### config.mk
export PLATFORM = sky130hd
export DESIGN_NAME = pipe_scoreboard
export DESIGN_NICKNAME = d
export VERILOG_FILES = /design/src/rtl/pipe_scoreboard.sv
export SDC_FILE = /design/constraint.sdc
export NUM_CORES = 1
export LEC_CHECK = 0
export ABC_AREA = 1
export BUFFER_PORTS_ARGS = -buffer_cell sky130_fd_sc_hd__buf_2
export CAP_MARGIN = 20
export CORE_MARGIN = 5
export CORE_UTILIZATION = 30
export DETAILED_ROUTE_END_ITERATION = 12
export GPL_ROUTABILITY_DRIVEN = 0
export RECOVER_POWER = 25
export SETUP_SLACK_MARGIN = 0.5
export SLEW_MARGIN = 15
export SYNTH_ARGS = -nofsm -noshare
export SYNTH_HDL_FRONTEND = slang
export SYNTH_SLANG_ARGS = --single-unit
### constraint.sdc
create_clock -name CLK -period 2.6 [get_ports CLK]
set_input_delay 0.26 -clock CLK [delete_from_list [all_inputs] [get_ports CLK]]
set_output_delay 0.26 -clock CLK [all_outputs]
set_load 0.03 [all_outputs]
### src/rtl/pipe_scoreboard.sv
// -----------------------------------------------------------------------------
// pipe_scoreboard
//
// Hazard and forwarding control for the MIPS pipeline. It sits beside ID and
// remembers the destination of every instruction that left ID during the last
// DEPTH cycles. Slot 0 is EX, slot 1 is MEM, and so on. From that history it
// produces the load-use stall, the forwarding select for each operand, and the
// bubble that replaces the ID instruction when a branch is taken.
//
// Parameters
//   DEPTH       number of tracked post-ID slots (1..7)
//   REG_ADDR_W  register address width
//   LOAD_LAT    a load in slot k < LOAD_LAT has no data yet, so a reader stalls
//   SEL_W       width of the forwarding selects and of in_flight (derived)
//
// Ports
//   CLK, RST          clock; synchronous active-high reset
//   id_*              decoded fields of the instruction currently in ID
//   branch_taken      branch resolved taken in EX; the ID instruction is dropped
//   stall             hold PC and IF/ID and put a bubble into ID/EX (combinational)
//   fwd_rs_sel/rt_sel 0 = register file; k+1 = result from slot k
//   stall_cycles      saturating count of stalled cycles    (STATS build only)
//   flush_cycles      saturating count of flushed ID slots  (STATS build only)
//   in_flight         registered count of valid, writing slots
//
// Build option
//   PIPE_SCOREBOARD_STATS_EN adds the stall_cycles and flush_cycles counters.
// -----------------------------------------------------------------------------
module pipe_scoreboard #(
  parameter int DEPTH      = 3,
  parameter int REG_ADDR_W = 5,
  parameter int LOAD_LAT   = 1,
  parameter int SEL_W      = $clog2(DEPTH + 1)
) (
  input  logic                  CLK,
  input  logic                  RST,
  input  logic                  id_valid,
  input  logic [REG_ADDR_W-1:0] id_rs,
  input  logic [REG_ADDR_W-1:0] id_rt,
  input  logic                  id_uses_rs,
  input  logic                  id_uses_rt,
  input  logic [REG_ADDR_W-1:0] id_dest,
  input  logic                  id_reg_write,
  input  logic                  id_is_load,
  input  logic                  branch_taken,
  output logic                  stall,
  output logic [SEL_W-1:0]      fwd_rs_sel,
  output logic [SEL_W-1:0]      fwd_rt_sel,
`ifdef PIPE_SCOREBOARD_STATS_EN
  output logic [15:0]           stall_cycles,
  output logic [15:0]           flush_cycles,
`endif
  output logic [SEL_W-1:0]      in_flight
);

  // Slot state. Each slot holds {valid, write, is_load, dest}.
  logic [DEPTH-1:0]      valid_q, valid_d;
  logic [DEPTH-1:0]      write_q, write_d;
  logic [DEPTH-1:0]      load_q,  load_d;
  logic [REG_ADDR_W-1:0] dest_q [DEPTH];
  logic [REG_ADDR_W-1:0] dest_d [DEPTH];
  logic [SEL_W-1:0]      in_flight_q, in_flight_d;

  // A per-slot compare against each source operand.
  logic [DEPTH-1:0] hit_rs;
  logic [DEPTH-1:0] hit_rt;
  // This slot holds a load whose data cannot be forwarded yet.
  logic [DEPTH-1:0] early_load;

  // Result of the priority search, before reset, stall and branch are applied.
  logic             rs_found, rt_found;
  logic             rs_stall, rt_stall;
  logic [SEL_W-1:0] rs_sel_raw, rt_sel_raw;
  logic             stall_raw;
  logic             take_id;

  genvar gi;

  // Register 0 is hard-wired to zero. It never matches, so it can never
  // stall or forward.
  generate
    for (gi = 0; gi < DEPTH; gi++) begin : g_match
      assign hit_rs[gi] = id_uses_rs && (id_rs != '0) && valid_q[gi] &&
                          write_q[gi] && (dest_q[gi] == id_rs);
      assign hit_rt[gi] = id_uses_rt && (id_rt != '0) && valid_q[gi] &&
                          write_q[gi] && (dest_q[gi] == id_rt);
      // With LOAD_LAT = 0 this term is constant 0, so loads forward like
      // ALU results.
      if (gi < LOAD_LAT) begin : g_early
        assign early_load[gi] = load_q[gi];
      end else begin : g_late
        assign early_load[gi] = 1'b0;
      end
    end
  endgenerate

  // The loop runs from the oldest slot to the youngest, so the lowest matching
  // slot writes last and wins. The youngest producer is the one that counts.
  always_comb begin
    rs_found   = 1'b0;
    rt_found   = 1'b0;
    rs_stall   = 1'b0;
    rt_stall   = 1'b0;
    rs_sel_raw = '0;
    rt_sel_raw = '0;
    for (int k = DEPTH - 1; k >= 0; k--) begin
      if (hit_rs[k]) begin
        rs_found   = 1'b1;
        rs_stall   = early_load[k];
        rs_sel_raw = SEL_W'(k + 1);
      end
      if (hit_rt[k]) begin
        rt_found   = 1'b1;
        rt_stall   = early_load[k];
        rt_sel_raw = SEL_W'(k + 1);
      end
    end
  end

  // Reset and a taken branch both override the stall. The instruction in ID
  // is discarded anyway, so holding the front end would only lose a cycle.
  assign stall_raw = rs_stall || rt_stall;
  assign stall     = !RST && !branch_taken && stall_raw;

  always_comb begin
    fwd_rs_sel = '0;
    fwd_rt_sel = '0;
    if (!RST && !stall) begin
      if (rs_found) fwd_rs_sel = rs_sel_raw;
      if (rt_found) fwd_rt_sel = rt_sel_raw;
    end
  end

  // Slot 0 takes the ID instruction only when it really advances. In every
  // other case it takes a bubble.
  assign take_id = id_valid && !stall && !branch_taken;

  generate
    for (gi = 0; gi < DEPTH; gi++) begin : g_shift
      if (gi == 0) begin : g_head
        assign valid_d[gi] = take_id;
        assign write_d[gi] = take_id && id_reg_write;
        assign load_d[gi]  = take_id && id_is_load;
        assign dest_d[gi]  = take_id ? id_dest : '0;
      end else begin : g_body
        assign valid_d[gi] = valid_q[gi-1];
        assign write_d[gi] = write_q[gi-1];
        assign load_d[gi]  = load_q[gi-1];
        assign dest_d[gi]  = dest_q[gi-1];
      end
    end
  endgenerate

  // The count is taken from the next slot contents. The registered value then
  // always matches the slots held in the same cycle.
  always_comb begin
    in_flight_d = '0;
    for (int k = 0; k < DEPTH; k++) begin
      in_flight_d = in_flight_d + SEL_W'(valid_d[k] && write_d[k]);
    end
  end

  always_ff @(posedge CLK) begin
    if (RST) begin
      valid_q     <= '0;
      write_q     <= '0;
      load_q      <= '0;
      in_flight_q <= '0;
      for (int k = 0; k < DEPTH; k++) begin
        dest_q[k] <= '0;
      end
    end else begin
      valid_q     <= valid_d;
      write_q     <= write_d;
      load_q      <= load_d;
      in_flight_q <= in_flight_d;
      for (int k = 0; k < DEPTH; k++) begin
        dest_q[k] <= dest_d[k];
      end
    end
  end

  assign in_flight = in_flight_q;

`ifdef PIPE_SCOREBOARD_STATS_EN
  logic [15:0] stall_cycles_q, stall_cycles_d;
  logic [15:0] flush_cycles_q, flush_cycles_d;

  // Both counters stop at all-ones and do not wrap.
  always_comb begin
    stall_cycles_d = stall_cycles_q;
    flush_cycles_d = flush_cycles_q;
    if (stall && (stall_cycles_q != 16'hFFFF)) begin
      stall_cycles_d = stall_cycles_q + 16'd1;
    end
    if (branch_taken && id_valid && (flush_cycles_q != 16'hFFFF)) begin
      flush_cycles_d = flush_cycles_q + 16'd1;
    end
  end

  always_ff @(posedge CLK) begin
    if (RST) begin
      stall_cycles_q <= '0;
      flush_cycles_q <= '0;
    end else begin
      stall_cycles_q <= stall_cycles_d;
      flush_cycles_q <= flush_cycles_d;
    end
  end

  assign stall_cycles = stall_cycles_q;
  assign flush_cycles = flush_cycles_q;
`endif

endmodule

==> results_dict.tcl, run 1 <==
set metrics [dict create \
    grt_antenna_before_repair 0 \
    fillers 478 \
    reg2reg_setup_slack_ns 0.73 \
    ioPinCount 30 \
    period_share 0.751 \
    synth_cells 212 \
    critPathCapture "fwd_rt_sel[0]" \
    hold-worst-slack_ns 0.203 \
    post_dp_cell_area_mm2 0.00157 \
    finalSetupTns_ns 0 \
    place_hpwl_um 2760 \
    maxUsedRoutingLayer "met4" \
    synth.lib_cells_used.distinct 23 \
    timing.clock.skew_ns 0.00385 \
    met3_length_um 153 \
    run_status "completed" \
    worst_path_maximum_fanout 5 \
    worst_pin_slew_ns 0.197 \
    clkLatencyLatePin_ns 0.27 \
    synth.top_cells.by_area "dfxtp_1, nand2_1, nor2_1" \
    wl_per_cell_um 11.4 \
    final-hold-violation-count 0 \
    yosys.cell_count.top_type "nand2_1" \
    route.met2.wl_um 1530 \
    postRouteWirelength_um 3380 \
    via_count 1296 \
    synth_warnings 0 \
    worstReg2RegEnd "in_flight[0]" \
    synthesis.area_per_instance_um2 6.42 \
    grt_pass1_vias 1190 \
    cts.root.buffer_cell "clkbuf_8" \
    timing.final.crit_period_ns 1.95 \
    syn_to_final_growth_pct 21.3 \
    worst_setup_path_end_kind "output port" \
    grt_max_degree 17 \
    drc 0 \
    pre_cts_slack_ns 0.677 \
    ffs_latches_synth 24 \
    reg2regPathDepth 12 \
    final-setup-viol-count 0 \
    synthesis.area_mm2 0.00136 \
    cp-start-kind "flip-flop" \
    drt-pass1-iter-count 4 \
    cts_max_path_buffers 2 \
    coreArea_mm2 0.00438 \
    max_freq_mhz 512 \
    die_height_um 77.4 \
    synth-seq-area-share 0.353 \
    synth_edf_count 0 \
    antennaDiodeCount 0 \
    post_drt_via_cell_ratio 4.38 \
    clockPowerShare 0.410 \
    drt_iter0_markers 122 \
    net-switching-power_w 0.000189 \
    global_router_s_overall_resource_usage 0.113 \
    hold_path_stages 3 \
    place.port_buffers 29 \
    cts_h_tree_depth 1 \
    critical_path_rt_ns 2.34 \
    vdd_ir_drop_max_mv 0.260 \
    start_util 0.311 \
    m1WireLength_um 1650 \
    worstPathArrival_ns 1.69 \
    post_synth_most_frequent_cells "nand2_1, nor2_1, inv_1" \
    grt_pass1_wl_um 5480 \
    die_w_um 77.4 \
    tritoncts_clock_tree "done" \
    floorplan.die_area_mm2 0.00598 \
    worstHoldPathType "primary input to flip-flop" \
    netlist.area_leader.share 0.353 \
    internal-power_w 0.000617 \
    synth_fp_nets 236 \
    comb_power_share 0.120 \
    post_route_cells_drive_above_1_share 0.221 \
    power_density_mw_per_mm2 488 \
    grt_setup_unrepaired "false" \
    cts_buffers 3 \
    max-cap-violations 0 \
    cts.sinks 24 \
    slew_viol_final 0 \
    criticalPathCategory "flip-flop to output port" \
    worstReg2RegStart "write_q[0]" \
    switching_share 0.235 \
    finish.utilization 0.377 \
    worst_slack_ns 0.647 \
    power.static_leakage_nw 0.852 \
    synth_async_sr_flop_share 0 \
    finalInstanceArea_mm2 0.00165 \
    synth_largest_area_cell "dfxtp_1" \
    max_slew_margin 0.868 \
    drt.antenna.violating_nets 0 \
    layout.nets 269 \
    cts.hold.buffers_added 0 \
    rows 24 \
    clk_pin_slew_ns 0.08 \
    timing.critical_path.from "write_q[0]" \
    grt_overflow 0 \
    dominantRegCellSynth "dfxtp_1" \
    seq_power_share 0.471 \
]
## layer usage
layer  up-vias  track usage
met4         0       0.0206
met3         8       0.0313
met2        38        0.175
met1       557        0.159
li1        693            -
met5         -            0
## critical path, cell delays in order (launching register included)
cell,delay [ns]
dfxtp_1,0.33
nand2_1,0.08
inv_1,0.13
nand3_1,0.11
nor2_1,0.14
nand3_2,0.10
nand2_2,0.09
nand2_4,0.06
nand2_2,0.12
nor2_1,0.07
buf_2,0.18
## power by group through the flow
stage               Clock, W  Sequential, W  Combinational (W)
global placement           0       0.000388          0.0000959
detailed placement         0       0.000388          0.0000959
finish              0.000330       0.000379          0.0000967
CTS                 0.000335       0.000379          0.0000965
global route        0.000353       0.000380           0.000110
floorplan                  0       0.000388          0.0000560
## cells in the final DEF (no fill, tap or decap)
cell	netlist	layout
clkbuf_4	0	1
buf_4	0	1
bufinv_16	0	1
fa_1	1	1
nor3_2	1	2
a21oi_1	2	2
o21ai_0	2	2
nand4_1	6	6
nand2_2	2	2
nand2_1	49	49
inv_2	6	6
xor2_1	8	8
inv_1	38	38
nor2_2	6	7
nand2_4	1	1
nand3_4	1	1
clkbuf_8	0	3
xnor2_1	3	3
dfxtp_1	24	24
nand3_1	12	12
a21boi_0	2	2
buf_2	1	28
nor2_1	41	40
or2_0	1	1
nor3_1	3	2
nand3_2	1	1
## stage by stage
step,instances,power [W]
after floorplan,212,0.000444
after global placement,292,0.000484
after detailed placement,292,0.000484
after CTS,296,0.000811
after global routing,296,0.000843
final,296,0.000806
## state kept, by name (all words and copies together) (netlist names)
register,cells
in_flight,2
dest_q,15
write_q,3
valid_q,3
load_q,1
## cell families (layout without fill, tap and decap cells)
group,Yosys count,after routing,synth area share
flip-flops,24,24,0.353
XOR/XNOR,11,11,0.0708
AO/OA/AOI/OAI,6,6,0.0257
adder cells (fa/ha/maj),1,1,0.0147
buffers and inverters,46,78,0.128
AND/OR/NAND/NOR,124,124,0.408
## timing repair
item                                    CTS  global route
endpoints found under the setup margin    0             2
setup buffers                             0             0
gates resized for setup                   0             3
## worst min path at each step
stage                          start            to  slack, ns
after floorplan           id_dest[0]  dest_q[0][0]       0.39
after global routing      id_dest[0]  dest_q[0][0]       0.20
after detailed placement  write_q[1]    write_q[2]       0.41
after CTS                 id_dest[0]  dest_q[0][0]       0.20
after global placement    valid_q[1]    valid_q[2]       0.42
final                     id_dest[0]  dest_q[0][0]       0.20
## final cells by class
| class | count | area [um^2] | area share |
|---|---|---|---|
| Inverter | 44 | 165 | 0.100 |
| Clock inverter | 1 | 30.0 | 0.0182 |
| Multi-Input combinational cell | 142 | 714 | 0.433 |
| Tap cell | 52 | 65.1 | 0.0394 |
| Clock buffer | 3 | 41.3 | 0.0250 |
| Timing Repair Buffer | 30 | 155 | 0.0939 |
| Sequential cell | 24 | 480 | 0.291 |
Note: power is estimated with default switching activity, not from simulation.
==> inputs of run 2 (changes only) <==
- ABC_AREA: 1 -> 0
- clock period: 2.6 -> 2.05 ns (I/O delays scaled with it)
==> run 2 against run 1 <==
  * Final area up 24%
  * Non-clock buffer count up 31
  * Hold slack worse by 0.037 ns
  * The flow now finishes with violations (negative setup slack)
  * Highest routed layer unchanged
  * Sequential share of layout area down 4.5 points
  * Critical endpoint is now fwd_rs_sel[1]
  * Clock power down 4%
==> results_dict.tcl, run 2 <==
set metrics [dict create \
    internal-power_w 0.000734 \
    slew_viol_final 0 \
    clockPowerShare 0.327 \
    synth_warnings 0 \
    post_dp_cell_area_mm2 0.00167 \
    place.port_buffers 29 \
    final-setup-viol-count 3 \
    grt_setup_unrepaired "true" \
    fin_cells 236 \
    place_hpwl_um 2480 \
    worst_slack_ns -0.152 \
    postRouteWirelength_um 3360 \
    yosys.area_share.adder 0.0161 \
    grt_overflow 0 \
    syn_to_final_growth_pct 64.3 \
    synth_fp_nets 150 \
    net-switching-power_w 0.000233 \
    via_count 1063 \
    synth_largest_area_cell "dfxtp_1" \
    clkLatencyLatePin_ns 0.26 \
    largest_register_ffs 15 \
    drt.antenna.violating_nets 0 \
    synth-compound-area-share 0.0592 \
    worst_pin_slew_ns 0.450 \
    die_w_um 74.5 \
    post_synth_most_frequent_cells "dfxtp_1, xnor2_1, nor2b_1" \
    largest_family_of_logic_cells_by_synthesized_area "simple AND/OR/NAND/NOR gates" \
    cts_max_path_buffers 2 \
    post_route_cells_drive_above_1_share 0.608 \
    max-cap-violations 0 \
    switching_share 0.241 \
    worstPathArrival_ns 2.00 \
    power.static_leakage_nw 0.833 \
    post-place-cells 224 \
    cts.hold.buffers_added 0 \
    max_freq_mhz 454 \
    critical_path_rt_ns 1.85 \
    period_share 1.07 \
    worstHoldPathType "primary input to flip-flop" \
    power_density_mw_per_mm2 472 \
    worst_setup_path_end_kind "output port" \
    start_util 0.312 \
    clk_pin_slew_ns 0.08 \
    failed_checks "negative setup slack" \
    synthesis.area_per_instance_um2 9.89 \
    coreArea_mm2 0.00400 \
    criticalPathCategory "flip-flop to output port" \
    synth.area.mux_share 0 \
    overall_power_after_layout_w 0.000967 \
    ffs_latches_synth 24 \
    post_drt_via_cell_ratio 4.50 \
    post_synthesis_share_of_cell_area_spent_on_and_or_nand_and_nor_gates 0.298 \
    max_slew_margin 0.700 \
    cts.root.buffer_cell "clkbuf_8" \
    finalInstanceArea_mm2 0.00205 \
    grt_pass1_wl_um 5580 \
    comb_power_share 0.177 \
    timing.final.crit_period_ns 2.20 \
    biggestRegsByFlops "dest_q x15, valid_q x3, write_q x3" \
    grt_max_degree 20 \
    synthesis.area_mm2 0.00125 \
    layout_commonest_cell "buf_4" \
    regMostFlops "dest_q" \
    vdd_ir_drop_max_mv 0.266 \
    layout_common_cells "buf_4, buf_2, nor2b_1" \
    final-hold-violation-count 0 \
    cp-start-kind "flip-flop" \
    rows 23 \
    run_status "finished, violations left" \
    antennaDiodeCount 0 \
    hold-worst-slack_ns 0.166 \
    netlist.area_leader.share 0.386 \
    ioPinCount 30 \
    global_router_s_overall_resource_usage 0.135 \
    timing.clock.skew_ns 0.00106 \
    cts.sinks 24 \
    synth-seq-area-share 0.386 \
    drt_iter0_markers 22 \
    floorplan.die_area_mm2 0.00554 \
    synth.top_cells.by_area "dfxtp_1, xnor2_1, nor2b_1" \
    die_height_um 74.5 \
    drc 0 \
    cts_buffers 3 \
    tritoncts_clock_tree "done" \
    wl_per_cell_um 14.3 \
    grt_pass1_vias 1175 \
    worst_path_maximum_fanout 2 \
    synth_edf_count 0 \
    layout.nets 211 \
    synth.lib_cells_used.distinct 22 \
    synth_async_sr_flop_share 0 \
    cts_h_tree_depth 1 \
    synth_cells 126 \
    seq_power_share 0.496 \
    drt-pass1-iter-count 3 \
    dominantRegCellSynth "dfxtp_1" \
    grt_antenna_before_repair 0 \
    reg2reg_setup_slack_ns 0.08 \
    post_synth_xor_area_fraction 0.211 \
]
run 2: repair_timing:
action,CTS,global route
buffers inserted,7,1
gates resized for setup,44,16
pin swaps,26,4
cloned,0,0
endpoints found under the setup margin,15,15
run 2: cell type report:
class,instances,area [um^2]
Clock buffer,4,55.1
Fill cell,359,1950
Inverter,3,11.3
Multi-Input combinational cell,94,957
Sequential cell,24,503
Tap cell,50,62.6
Timing Repair Buffer,61,458
run 2: through the flow:
| step | setup slack, ns | util | TNS, ns |
|---|---|---|---|
| detailed placement | -0.133 | 0.417 | -0.655 |
| floorplan | -0.0829 | - | -0.178 |
| finish | -0.152 | 0.512 | -0.312 |
| global placement | -0.0986 | 0.417 | -0.470 |
| CTS | -0.195 | 0.489 | -0.347 |
| global route | -0.227 | 0.512 | -0.628 |
run 2: cell families after synthesis:
family / Yosys count
AO/OA/AOI/OAI: 8
XOR/XNOR: 30
adder cells (fa/ha/maj): 1
buffers and inverters: 8
flip-flops: 24
AND/OR/NAND/NOR: 55
run 2: final timing paths:
path | startpoint | end | cells after the start
max | dest_q[0][6] | fwd_rs_sel[1] | 6
min | id_dest[3] | dest_q[0][3] | 3
max reg2reg | dest_q[0][0] | in_flight[0] | 8
min reg2reg | write_q[0] | write_q[1] | 1
run 2: power groups by stage:
stage / combinational (W) / clock, W / sequential (W)
2_1_floorplan: 0.0000682 / 0 / 0.000493
3_3_place_gp: 0.000138 / 0 / 0.000493
4_1_cts: 0.000159 / 0.000327 / 0.000481
5_1_grt: 0.000183 / 0.000347 / 0.000481
6_report: 0.000171 / 0.000316 / 0.000479
3_5_place_dp: 0.000140 / 0 / 0.000494
run 2: per-layer routing:
layer | global-route usage | share of wire | vias up
met1 | 0.160 | 0.42 | 485
li1 | - | - | 546
met2 | 0.231 | 0.51 | 26
met3 | 0.0365 | 0.051 | 6
met4 | 0.0494 | 0.017 | 0
met5 | 0 | 0 | -
run 2: critical path: stages, from the launching register on:
cell	delay, ns
dfxtp_2	0.34
xnor2_1	0.17
nand4_1	0.14
or4_4	0.46
nor2b_4	0.15
a2111oi_4	0.26
buf_4	0.21
==> inputs of run 3 (changes only) <==
- CTS_BUF_LIST: not set -> sky130_fd_sc_hd__clkbuf_4 sky130_fd_sc_hd__clkbuf_8
- SKIP_LAST_GASP: not set -> 1
==> run 3 against run 2 <==
  * The run still ends with negative setup slack left
  * Final area shrank 0.18%
  * Core utilization shrank 0.094 points
  * First-iteration DRC count grew 27%
  * Worst setup slack lost 0.035 ns
  * Power shrank 0.13%
==> results_dict.tcl, run 3 (synthesized netlist as in run 2, its figures left out) <==
set metrics [dict create \
    drt.antenna.violating_nets 0 \
    grt_max_degree 20 \
    pre_cts_slack_ns -0.133 \
    post_drt_via_cell_ratio 4.52 \
    slew_viol_final 0 \
    grt_overflow 0 \
    met1_usage 0.160 \
    layout_common_cells "buf_4, buf_2, nor2b_1" \
    cts.root.buffer_cell "clkbuf_8" \
    cts_buffers 3 \
    worst_path_maximum_fanout 2 \
    antennaDiodeCount 0 \
    worstHoldPathType "primary input to flip-flop" \
    timing.final.crit_period_ns 2.24 \
    largest_register_ffs 15 \
    global_routing_met2_resource_utilization 0.231 \
    die_height_um 74.5 \
    critPathMaxStageDelay_ns 0.45 \
    start_util 0.312 \
    run_status "finished, violations left" \
    worst_pin_slew_ns 0.445 \
    post_route_cells_drive_above_1_share 0.604 \
    layout_commonest_cell "buf_4" \
    grt.met3_usage 0.0365 \
    regMostFlops "dest_q" \
    timing.clock.skew_ns 0.00108 \
    global_router_s_overall_resource_usage 0.135 \
    clk_pin_slew_ns 0.08 \
    vdd_ir_drop_max_mv 0.267 \
    grt_setup_unrepaired "true" \
    cp_cell_sequence "xnor2_1, nand4_1, or4_4, nor2b_4, a2111oi_4, buf_4" \
    criticalPathCategory "flip-flop to output port" \
    rows 23 \
    finalInstanceArea_mm2 0.00204 \
    post_dp_cell_area_mm2 0.00167 \
    drt-pass1-iter-count 3 \
    grt_antenna_before_repair 0 \
    worst_setup_path_end_kind "output port" \
    grt_pass1_wl_um 5580 \
    place.port_buffers 29 \
    cts.hold.buffers_added 0 \
    via_count 1071 \
    die_w_um 74.5 \
    biggestRegsByFlops "dest_q x15, valid_q x3, write_q x3" \
    post-place-cells 224 \
    critical-path-slowest-cell "or4_4" \
    place_hpwl_um 2480 \
    worstPathArrival_ns 2.03 \
    failed_checks "negative setup slack" \
    ioPinCount 30 \
    drc 0 \
    globalRoute.busiestLayer "met2" \
    grt_pass1_vias 1175 \
    critical_path_rt_ns 1.85 \
    cp-start-kind "flip-flop" \
    floorplan.die_area_mm2 0.00554 \
    cts_max_path_buffers 2 \
    cts_h_tree_depth 1 \
    syn_to_final_growth_pct 64.0 \
    max_freq_mhz 447 \
    fin_cells 237 \
    period_share 1.09 \
    coreArea_mm2 0.00400 \
    power.static_leakage_nw 0.831 \
    cts.sinks 24 \
    max-cap-violations 0 \
    final-hold-violation-count 0 \
    layout.nets 212 \
    final-setup-viol-count 3 \
    power_density_mw_per_mm2 473 \
    drt_iter0_markers 28 \
    worst_slack_ns -0.187 \
    tritoncts_clock_tree "done" \
    max_slew_margin 0.703 \
    wl_per_cell_um 14.2 \
    clkLatencyLatePin_ns 0.26 \
    postRouteWirelength_um 3380 \
]
run 3: cell type report:
| class | instances | area, um^2 |
|---|---|---|
| Sequential cell | 24 | 503 |
| Timing Repair Buffer | 62 | 462 |
| Tap cell | 50 | 62.6 |
| Inverter | 3 | 11.3 |
| Fill cell | 363 | 1960 |
| Multi-Input combinational cell | 94 | 950 |
| Clock buffer | 4 | 55.1 |
run 3: what timing repair did:
action | in CTS | in global routing
gates resized for setup | 44 | 14
setup buffers | 7 | 2
pin swaps | 25 | 4
endpoints found under the setup margin | 15 | 15
run 3: stage by stage:
step,util,hold slack (ns),power (W),setup TNS (ns)
after floorplan,-,0.330,0.000561,-0.178
after global placement,0.417,0.436,0.000631,-0.470
after detailed placement,0.417,0.438,0.000634,-0.655
after CTS,0.489,0.157,0.000967,-0.392
after global routing,0.511,0.158,0.00101,-0.822
final,0.511,0.166,0.000966,-0.464
run 3: layer usage:
| layer | vias up | part of all wire |
|---|---|---|
| li1 | 547 | - |
| met1 | 492 | 0.42 |
| met2 | 26 | 0.51 |
| met3 | 6 | 0.051 |
| met4 | 0 | 0.017 |
| met5 | - | 0 |
run 3: critical path, delay by kind of cell, from the launching register on:
| kind | cells | cell delay (ns) |
|---|---|---|
| buf+inv | 1 | 0.21 |
| flops | 1 | 0.34 |
| xor+xnor | 1 | 0.17 |
| compound gates | 1 | 0.31 |
| simple gates | 3 | 0.74 |
run 3: power breakdown:
group	switching [W]	internal (W)	total, W
Combinational	0.0000793	0.0000899	0.000169
Sequential	0.00000821	0.000471	0.000479
Clock	0.000146	0.000171	0.000317
run 3: worst paths after layout:
kind,from,endpoint,slack (ns),cells after the start
worst max-delay path,dest_q[0][6],fwd_rs_sel[1],-0.19,6
worst min-delay path,id_dest[3],dest_q[0][3],0.17,3
worst max register to register,dest_q[0][0],in_flight[0],0.07,8
worst min register to register,write_q[0],write_q[1],0.46,1
